## config.mk

```make
export PLATFORM = sky130hd
export DESIGN_NAME = multicycle_ctrl
export DESIGN_NICKNAME = d
export VERILOG_FILES = /design/src/rtl/mips_ctrl_pkg.sv /design/src/rtl/alu_decoder.sv /design/src/rtl/multicycle_ctrl.sv
export SDC_FILE = /design/constraint.sdc
export NUM_CORES = 1
export LEC_CHECK = 0
export CORE_MARGIN = 2
export CORE_UTILIZATION = 45
export DETAILED_ROUTE_END_ITERATION = 8
export PLACE_DENSITY = 0.89
export SYNTH_ARGS = -nofsm -noshare
export SYNTH_HDL_FRONTEND = slang
export SYNTH_SLANG_ARGS = --single-unit
```

## constraint.sdc

```tcl
create_clock -name CLK -period 3.32 [get_ports CLK]
set_input_delay 0.332 -clock CLK [delete_from_list [all_inputs] [get_ports CLK]]
set_output_delay 0.332 -clock CLK [all_outputs]
set_load 0.02 [all_outputs]
```

## src/rtl/mips_ctrl_pkg.sv

```systemverilog
// Shared encodings for the multicycle MIPS control unit: FSM states, opcode/funct
// constants and ALU control codes.
package mips_ctrl_pkg;

    typedef enum logic [2:0] {
        StIdle,
        StFetch,
        StDecode,
        StExec,
        StMem,
        StWb
    } state_e;

    localparam logic [5:0] OpRtype = 6'h00;
    localparam logic [5:0] OpLw    = 6'h23;
    localparam logic [5:0] OpSw    = 6'h2B;
    localparam logic [5:0] OpBeq   = 6'h04;
    localparam logic [5:0] OpAddi  = 6'h08;
    localparam logic [5:0] OpJ     = 6'h02;

    localparam logic [5:0] FunctAdd = 6'h20;
    localparam logic [5:0] FunctSub = 6'h22;
    localparam logic [5:0] FunctAnd = 6'h24;
    localparam logic [5:0] FunctOr  = 6'h25;
    localparam logic [5:0] FunctSlt = 6'h2A;

    localparam logic [3:0] AluAdd = 4'b0010;
    localparam logic [3:0] AluSub = 4'b0110;
    localparam logic [3:0] AluAnd = 4'b0000;
    localparam logic [3:0] AluOr  = 4'b0001;
    localparam logic [3:0] AluSlt = 4'b0111;

    localparam logic [1:0] PcSrcPlus4  = 2'b00;
    localparam logic [1:0] PcSrcBranch = 2'b01;
    localparam logic [1:0] PcSrcJump   = 2'b10;

endpackage

```

## src/rtl/alu_decoder.sv

```systemverilog
// Combinational ALU-control decode: maps opcode/funct to an ALU operation and flags
// encodings the controller does not support.
module alu_decoder
    import mips_ctrl_pkg::*;
(
    input  logic [5:0] opcode_i,
    input  logic [5:0] funct_i,
    output logic [3:0] alu_ctrl_o,
    output logic       legal_o
);

    always_comb begin
        alu_ctrl_o = AluAnd;
        legal_o    = 1'b0;
        case (opcode_i)
            OpRtype: begin
                case (funct_i)
                    FunctAdd: begin alu_ctrl_o = AluAdd; legal_o = 1'b1; end
                    FunctSub: begin alu_ctrl_o = AluSub; legal_o = 1'b1; end
                    FunctAnd: begin alu_ctrl_o = AluAnd; legal_o = 1'b1; end
                    FunctOr:  begin alu_ctrl_o = AluOr;  legal_o = 1'b1; end
                    FunctSlt: begin alu_ctrl_o = AluSlt; legal_o = 1'b1; end
                    default:  ;
                endcase
            end
            OpLw, OpSw, OpAddi: begin alu_ctrl_o = AluAdd; legal_o = 1'b1; end
            OpBeq:              begin alu_ctrl_o = AluSub; legal_o = 1'b1; end
            // Jumps never use the ALU.
            OpJ:                legal_o = 1'b1;
            default:            ;
        endcase
    end

endmodule

```

## src/rtl/multicycle_ctrl.sv

```systemverilog
// Multicycle MIPS controller: IDLE/FETCH/DECODE/EXEC/MEM/WB FSM driving datapath
// strobes, plus a wrapping retired-instruction counter.
module multicycle_ctrl
    import mips_ctrl_pkg::*;
(
    input  logic        CLK,
    input  logic        rst,
    input  logic        start,
    input  logic [31:0] instr,
    input  logic        zero,
    input  logic        mem_ack,
    output logic        ready,
    output logic        ir_we,
    output logic        pc_we,
    output logic [1:0]  pc_src,
    output logic        reg_we,
    output logic        reg_dst,
    output logic        alu_src,
    output logic [3:0]  alu_ctrl,
    output logic        mem_rd,
    output logic        mem_wr,
    output logic        mem_to_reg,
    output logic        done,
    output logic        illegal,
    output logic [15:0] retired
);

    state_e      state_q, state_d;
    logic [31:0] ir_q, ir_d;
    logic [15:0] retired_q, retired_d;

    logic [5:0] opcode, funct;
    logic [3:0] dec_alu_ctrl;
    logic       legal;
    logic       is_r, is_lw, is_sw, is_beq, is_addi, is_j, uses_imm;
    logic       unused_ir;

    assign opcode    = ir_q[31:26];
    assign funct     = ir_q[5:0];
    assign unused_ir = ^ir_q[25:6];

    assign is_r     = (opcode == OpRtype);
    assign is_lw    = (opcode == OpLw);
    assign is_sw    = (opcode == OpSw);
    assign is_beq   = (opcode == OpBeq);
    assign is_addi  = (opcode == OpAddi);
    assign is_j     = (opcode == OpJ);
    assign uses_imm = is_addi | is_lw | is_sw;

    alu_decoder u_alu_decoder (
        .opcode_i   (opcode),
        .funct_i    (funct),
        .alu_ctrl_o (dec_alu_ctrl),
        .legal_o    (legal)
    );

    always_ff @(posedge CLK or negedge rst) begin
        if (!rst) begin
            state_q   <= StIdle;
            ir_q      <= '0;
            retired_q <= '0;
        end else begin
            state_q   <= state_d;
            ir_q      <= ir_d;
            retired_q <= retired_d;
        end
    end

    always_comb begin
        state_d = state_q;
        ir_d    = ir_q;
        case (state_q)
            StIdle: begin
                if (start) begin
                    ir_d    = instr;
                    state_d = StFetch;
                end
            end
            StFetch:  state_d = StDecode;
            StDecode: state_d = (!legal || is_j) ? StIdle : StExec;
            StExec: begin
                if (is_lw || is_sw)       state_d = StMem;
                else if (is_r || is_addi) state_d = StWb;
                else                      state_d = StIdle;
            end
            StMem: begin
                if (mem_ack) state_d = is_lw ? StWb : StIdle;
            end
            default: state_d = StIdle;
        endcase
    end

    always_comb begin
        ready      = 1'b0;
        ir_we      = 1'b0;
        pc_we      = 1'b0;
        pc_src     = PcSrcPlus4;
        reg_we     = 1'b0;
        reg_dst    = 1'b0;
        alu_src    = 1'b0;
        alu_ctrl   = AluAnd;
        mem_rd     = 1'b0;
        mem_wr     = 1'b0;
        mem_to_reg = 1'b0;
        done       = 1'b0;
        illegal    = 1'b0;
        case (state_q)
            StIdle: ready = 1'b1;
            StFetch: begin
                ir_we = 1'b1;
                pc_we = 1'b1;
            end
            StDecode: begin
                alu_ctrl = dec_alu_ctrl;
                if (!legal) begin
                    illegal = 1'b1;
                end else if (is_j) begin
                    pc_we  = 1'b1;
                    pc_src = PcSrcJump;
                    done   = 1'b1;
                end
            end
            StExec: begin
                alu_ctrl = dec_alu_ctrl;
                alu_src  = uses_imm;
                if (is_beq) begin
                    pc_we  = zero;
                    pc_src = PcSrcBranch;
                    done   = 1'b1;
                end
            end
            StMem: begin
                alu_ctrl = dec_alu_ctrl;
                mem_rd   = is_lw;
                mem_wr   = is_sw;
                // A store retires in the cycle its acknowledge arrives.
                done     = is_sw & mem_ack;
            end
            StWb: begin
                alu_ctrl   = dec_alu_ctrl;
                alu_src    = uses_imm;
                reg_we     = 1'b1;
                reg_dst    = is_r;
                mem_to_reg = is_lw;
                done       = 1'b1;
            end
            default: ;
        endcase
    end

    assign retired_d = done ? retired_q + 16'd1 : retired_q;
    assign retired   = retired_q;

endmodule

```

==> results.ini, run 1 <==
[outcome]
status=completed

[logic_synthesis]
dominantRegCellSynth=dfrtp_1
async_reset_ff_share_pct=100
synth_most_common_cell=dfrtp_1
synth_top_family_by_area=simple AND/OR/NAND/NOR gates
syn_area_per_cell_um2=10.6
synth_mux_area_share_pct=8.93
synth_top_area_cell=dfrtp_1
yosysTopAreaCellShare_pct=44.3
synthXorXnorAreaFrac_pct=8.50
ys_ff_latch=31
yosys-top-cells-area=dfrtp_1 44%, mux2_2 7.7%, xor2_1 7.5%
synth_cell_type_count=43
synth_fa_ha_area_share_pct=1.43
synth_warnings=0
syn_inst=166
synth_edf_count=0
synth_commonest_cells=31 x dfrtp_1, 15 x xor2_1, 12 x mux2_2
synthSimpleGateAreaFrac_pct=25.9
synth_compound_area_share_pct=7.57
postSynthNetCount=205
synth_area_um2=1750
seq_area_frac_synth_pct=44.3

[clock_network]
clk_latency_ps=280
cts_tree=done
root_buffer=clkbuf_8
cts_buffers=5
cts.sink_count=31
cts-htree-levels=2
clockBufferDepth=2
ctsHoldBuffers=0
cts_resized=0
post-cts-setup-buffers=0
path_clk_slew_ps=60

[pwr]
power.leakage_nw=0.997
powerDensity_nw_per_um2=601
power_w=0.00141
ir_drop_uv=534

[sta]
period_minus_slack_ps=2760
clock_skew_ps=5.77
maxSlewViolCount=0
rsz0062_at_grt=no
tightest_slew_ps=535
finalSetupViolations=0
hold_viol=0
setup_tns_ps=0
worst_hold_slack_ps=437
fmax_mhz=363
min_period_over_period_pct=83.0
slew_headroom_pct=64.4

[placed_design]
port_buffers=48
post-dp-hpwl_mm=2.80
gp_congestion=0.903
placedInstanceArea_um2=2260
dp.cells=256

[critical_path]
end_kind=primary output
worst_ep_required_time_ps=2990
setup.worst_path.end=done
critPathLaunchType=register
rr_endpoint=retired[9]
worst-setup-path-type=register to primary output
worstPathArrival_ps=2420
reg2reg_depth=6
r2r-start=state_q[2]
crit_fanout=13
rrSetupSlack_ps=900
critPathLaunch=state_q[2]

[floorplan]
ios=70
die_width_um=66.4
initial_core_util_pct=47.5
rows=22
die_h_um=66.4
core_area_um2=3690
floorplan.die_area_um2=4410

[final_layout]
fin_area_um2=2340
drive_gt1_share_pct=11.6
n_antenna_cell=0
final_cells=264
nFillCells=306
nets=254
synthToLayoutAreaGrowth_pct=33.8

[route]
routed_wl_mm=3.75
drc=0
vias=1455
wire_per_inst_um=14.2
ant_nets=0
viasPerCell=5.51
firstDrtPassIters=4
drt_iter0_markers=73

[grt]
grt_busiest_layer=met2
grt_pass1_wl_mm=6.42
gr-usage-met1_pct=26.0
grt_util_met3_pct=4.94
grt_use_met2_pct=29.9
grt_pass1_vias=1375
track_usage_pct=19.5
antenna_found_initial=0
grt-ovfl-total=0
grt_max_degree=32

[min_path]
hp-class=input port to asynchronous set/reset pin

[job]
maxCapViolations=0

## registers in the layout (all words and copies together) (netlist names)
name,flops
retired,16
state_q,3
ir_q,12
## where the power goes
part	leakage, nW	switching (W)	internal [W]
clock network	0.0422	0.000132	0.000147
registers	0.403	0.000159	0.000469
logic	0.551	0.000226	0.000275
## cells in the final DEF (no fill, tap or decap), drive strengths merged, types with 2 or more instances in the layout
master and instances:
nor4b 7, xor2 15, clkbuf 7, a31oi 3, nor3b 4, nand4 3, a21o 2, or2 2
nor4 7, and4 2, nor2 10, nand3 6, nor3 8, nand3b 2, nand2b 4, nand2 10
mux2 13, xnor2 2, and4b 2, a21oi 5, buf 2, clkdlybuf4s50 48, and2 2, a211oi 2
ha 2, dfrtp 31, nor2b 2, inv 3
## layer usage
| metal | share of wire, % | wire length (um) |
|---|---|---|
| met1 | 45 | 1680 |
| met2 | 47 | 1770 |
| met3 | 6.1 | 228 |
| met4 | 2.0 | 74 |
| met5 | 0 | 0 |
## worst min path at each step
| stage | start | end | slack, ps |
|---|---|---|---|
| after CTS | rst | ir_q[2] | 450 |
| final | rst | ir_q[31] | 440 |
| after floorplan | rst | ir_q[0] | 40 |
| after global placement | retired[15] | retired[15] | 460 |
| after detailed placement | retired[15] | retired[15] | 460 |
| after global routing | rst | ir_q[2] | 480 |
## critical path: stages (launching register included)
cell and delay [ps]:
dfrtp_1 580, and3b_1 260, and4b_1 250, a2111oi_4 390, nor2_2 100, clkdlybuf4s50_1 560
## logic make-up (layout without fill, tap and decap cells)
kind of cell	count (synthesis)	count (layout)
mux	14	14
buf+inv	11	61
fa+ha+maj	2	2
other cells	1	1
simple gates	73	73
flops	31	31
compound gates	17	17
xor+xnor	17	17
## cell type report
type	count	area, um^2	share of cell area [%]
Timing Repair Buffer	50	495	21.1
Clock buffer	7	76.3	3.26
Multi-Input combinational cell	124	920	39.2
Clock inverter	1	5.00	0.214
Tap cell	48	60.1	2.56
Inverter	3	11.3	0.481
Sequential cell	31	776	33.1
## metrics by stage
step / worst slack, ps / util (%)
final: 564 / 63.5
after global routing: 433 / 63.5
after CTS: 519 / 63.5
after detailed placement: 861 / 61.3
after global placement: 848 / 61.3
after floorplan: 1160 / -
(Power assumes the default switching activity.)
==> run 2, diff against run 1 <==
--- a/config.mk
+++ b/config.mk
@@ -6,9 +6,9 @@
 export NUM_CORES = 1
 export LEC_CHECK = 0
 export CORE_MARGIN = 2
-export CORE_UTILIZATION = 45
+export CORE_UTILIZATION = 43
 export DETAILED_ROUTE_END_ITERATION = 8
-export PLACE_DENSITY = 0.89
+export PLACE_DENSITY = 0.86
 export SYNTH_ARGS = -nofsm -noshare
 export SYNTH_HDL_FRONTEND = slang
 export SYNTH_SLANG_ARGS = --single-unit
==> constraint.sdc (replaced) <==
create_clock -name CLK -period 2.8 [get_ports CLK]
set_input_delay 0.28 -clock CLK [delete_from_list [all_inputs] [get_ports CLK]]
set_output_delay 0.28 -clock CLK [all_outputs]
set_load 0.02 [all_outputs]
==> run 2 against run 1 <==
Compared with the run above: clock power rose by 21%; hold slack got worse by 52 ps; cell area rose by 0.53%; clock skew rose by 0.76 ps; global-route usage fell by 1.1 points; die area rose by 4.4%; wire length rose by 3.0%; clock-buffer cell count did not move; non-clock buffer count rose by 1.
==> results.ini, run 2 (same netlist as run 1, synthesis figures left out) <==
[final_layout]
n_antenna_cell=0
final_common_cell=clkdlybuf4s50_1
fin_util_pct=59.3
nets=255
largest_reg_flops=16
fin_area_um2=2360
synthToLayoutAreaGrowth_pct=34.5
drive_gt1_share_pct=12.0
final_cells=267
mostFrequentLayoutCells=47 x clkdlybuf4s50_1, 31 x dfrtp_1, 15 x xor2_1, 12 x mux2_2, 10 x nand2_1

[route]
viasPerCell=5.40
met1_length_mm=1.70
wl_met2_mm=1.87
highest_layer=met4
routed_wl_mm=3.86
met3_length_um=224
drc=0
ant_nets=0
firstDrtPassIters=4
vias=1441
drt_iter0_markers=105
wire_per_inst_um=14.5

[floorplan]
die_h_um=67.8
initial_core_util_pct=44.1
core_area_um2=3970
die_width_um=67.8
ios=70
floorplan.die_area_um2=4600
rows=23

[critical_path]
cp_top_family=simple AND/OR/NAND/NOR gates
worst-setup-path-type=register to primary output
worst_ep_required_time_ps=2520
cp.depth=5
worstPathArrival_ps=2340
rrSetupSlack_ps=610
cpMostUsedCell=a21o_1
path_cells=nor4_4, and4b_1, a21o_1, a21o_1, clkdlybuf4s50_1
crit_slowest_cell=clkdlybuf4s50_1
critPathLaunch=ir_q[31]
crit_path_max_incr_delay_ps=620
critPathLaunchType=register
setup.worst_path.end=pc_we
r2r-start=state_q[2]
crit_fanout=6
reg2reg_depth=6
path_buf_inv=1
rr_endpoint=retired[9]
end_kind=primary output

[clock_network]
cts-htree-levels=2
cts_tree=done
clockBufferDepth=2
path_clk_slew_ps=70
clk_latency_ps=280
ctsHoldBuffers=0
cts.sink_count=31
post-cts-setup-buffers=0
root_buffer=clkbuf_8
cts_resized=0
cts_buffers=5

[placed_design]
placedInstanceArea_um2=2270
gp_congestion=0.834
post-dp-hpwl_mm=2.87
dp.cells=259
port_buffers=48

[grt]
grt_pass1_wl_mm=6.29
grt-ovfl-total=0
track_usage_pct=18.4
antenna_found_initial=0
grt_pass1_vias=1316
grt_max_degree=32

[sta]
min_period_over_period_pct=93.5
worst_hold_slack_ps=385
tightest_slew_ps=543
rsz0062_at_grt=no
maxSlewViolCount=0
fmax_mhz=382
clock_skew_ps=6.53
hold_viol=0
setup_tns_ps=0
finalSetupViolations=0
slew_headroom_pct=63.8
period_minus_slack_ps=2620

[outcome]
status=completed

[job]
maxCapViolations=0

[pwr]
powerDensity_nw_per_um2=713
ir_drop_uv=502
power.leakage_nw=1.02

[min_path]
hp-class=input port to asynchronous set/reset pin

[run 2: how the worst min path moves through the flow]
stage	end	slack, ps
2_1_floorplan	ir_q[0]	-20
3_3_place_gp	retired[15]	460
3_5_place_dp	retired[15]	460
4_1_cts	retired[8]	400
5_1_grt	retired[12]	430
6_report	retired[13]	380
[run 2: area by class of cell]
| class | instances | area (um^2) |
|---|---|---|
| fillers | 358 | 1620 |
| multi-input cells | 124 | 920 |
| flip-flops and latches | 31 | 776 |
| repair buffers | 51 | 505 |
| clock buffers | 7 | 76.3 |
| well taps | 50 | 62.6 |
| inverters | 3 | 11.3 |
| clock inverters | 1 | 5.00 |
[run 2: stage by stage]
stage	worst slack [ps]	power [W]
detailed placement	439	0.00135
global route	80.6	0.00179
global placement	418	0.00132
CTS	120	0.00169
floorplan	641	0.00116
finish	181	0.00168
[run 2: power breakdown]
part	total, W	internal, W	switching (W)
combinational	0.000597	0.000327	0.000270
sequential	0.000746	0.000556	0.000190
clock	0.000336	0.000174	0.000162
[run 2: metal layers]
metal,track usage [%],vias up
met5,0,-
met1,24.9,685
met3,3.95,6
met4,7.50,0
li1,-,706
met2,28.7,44
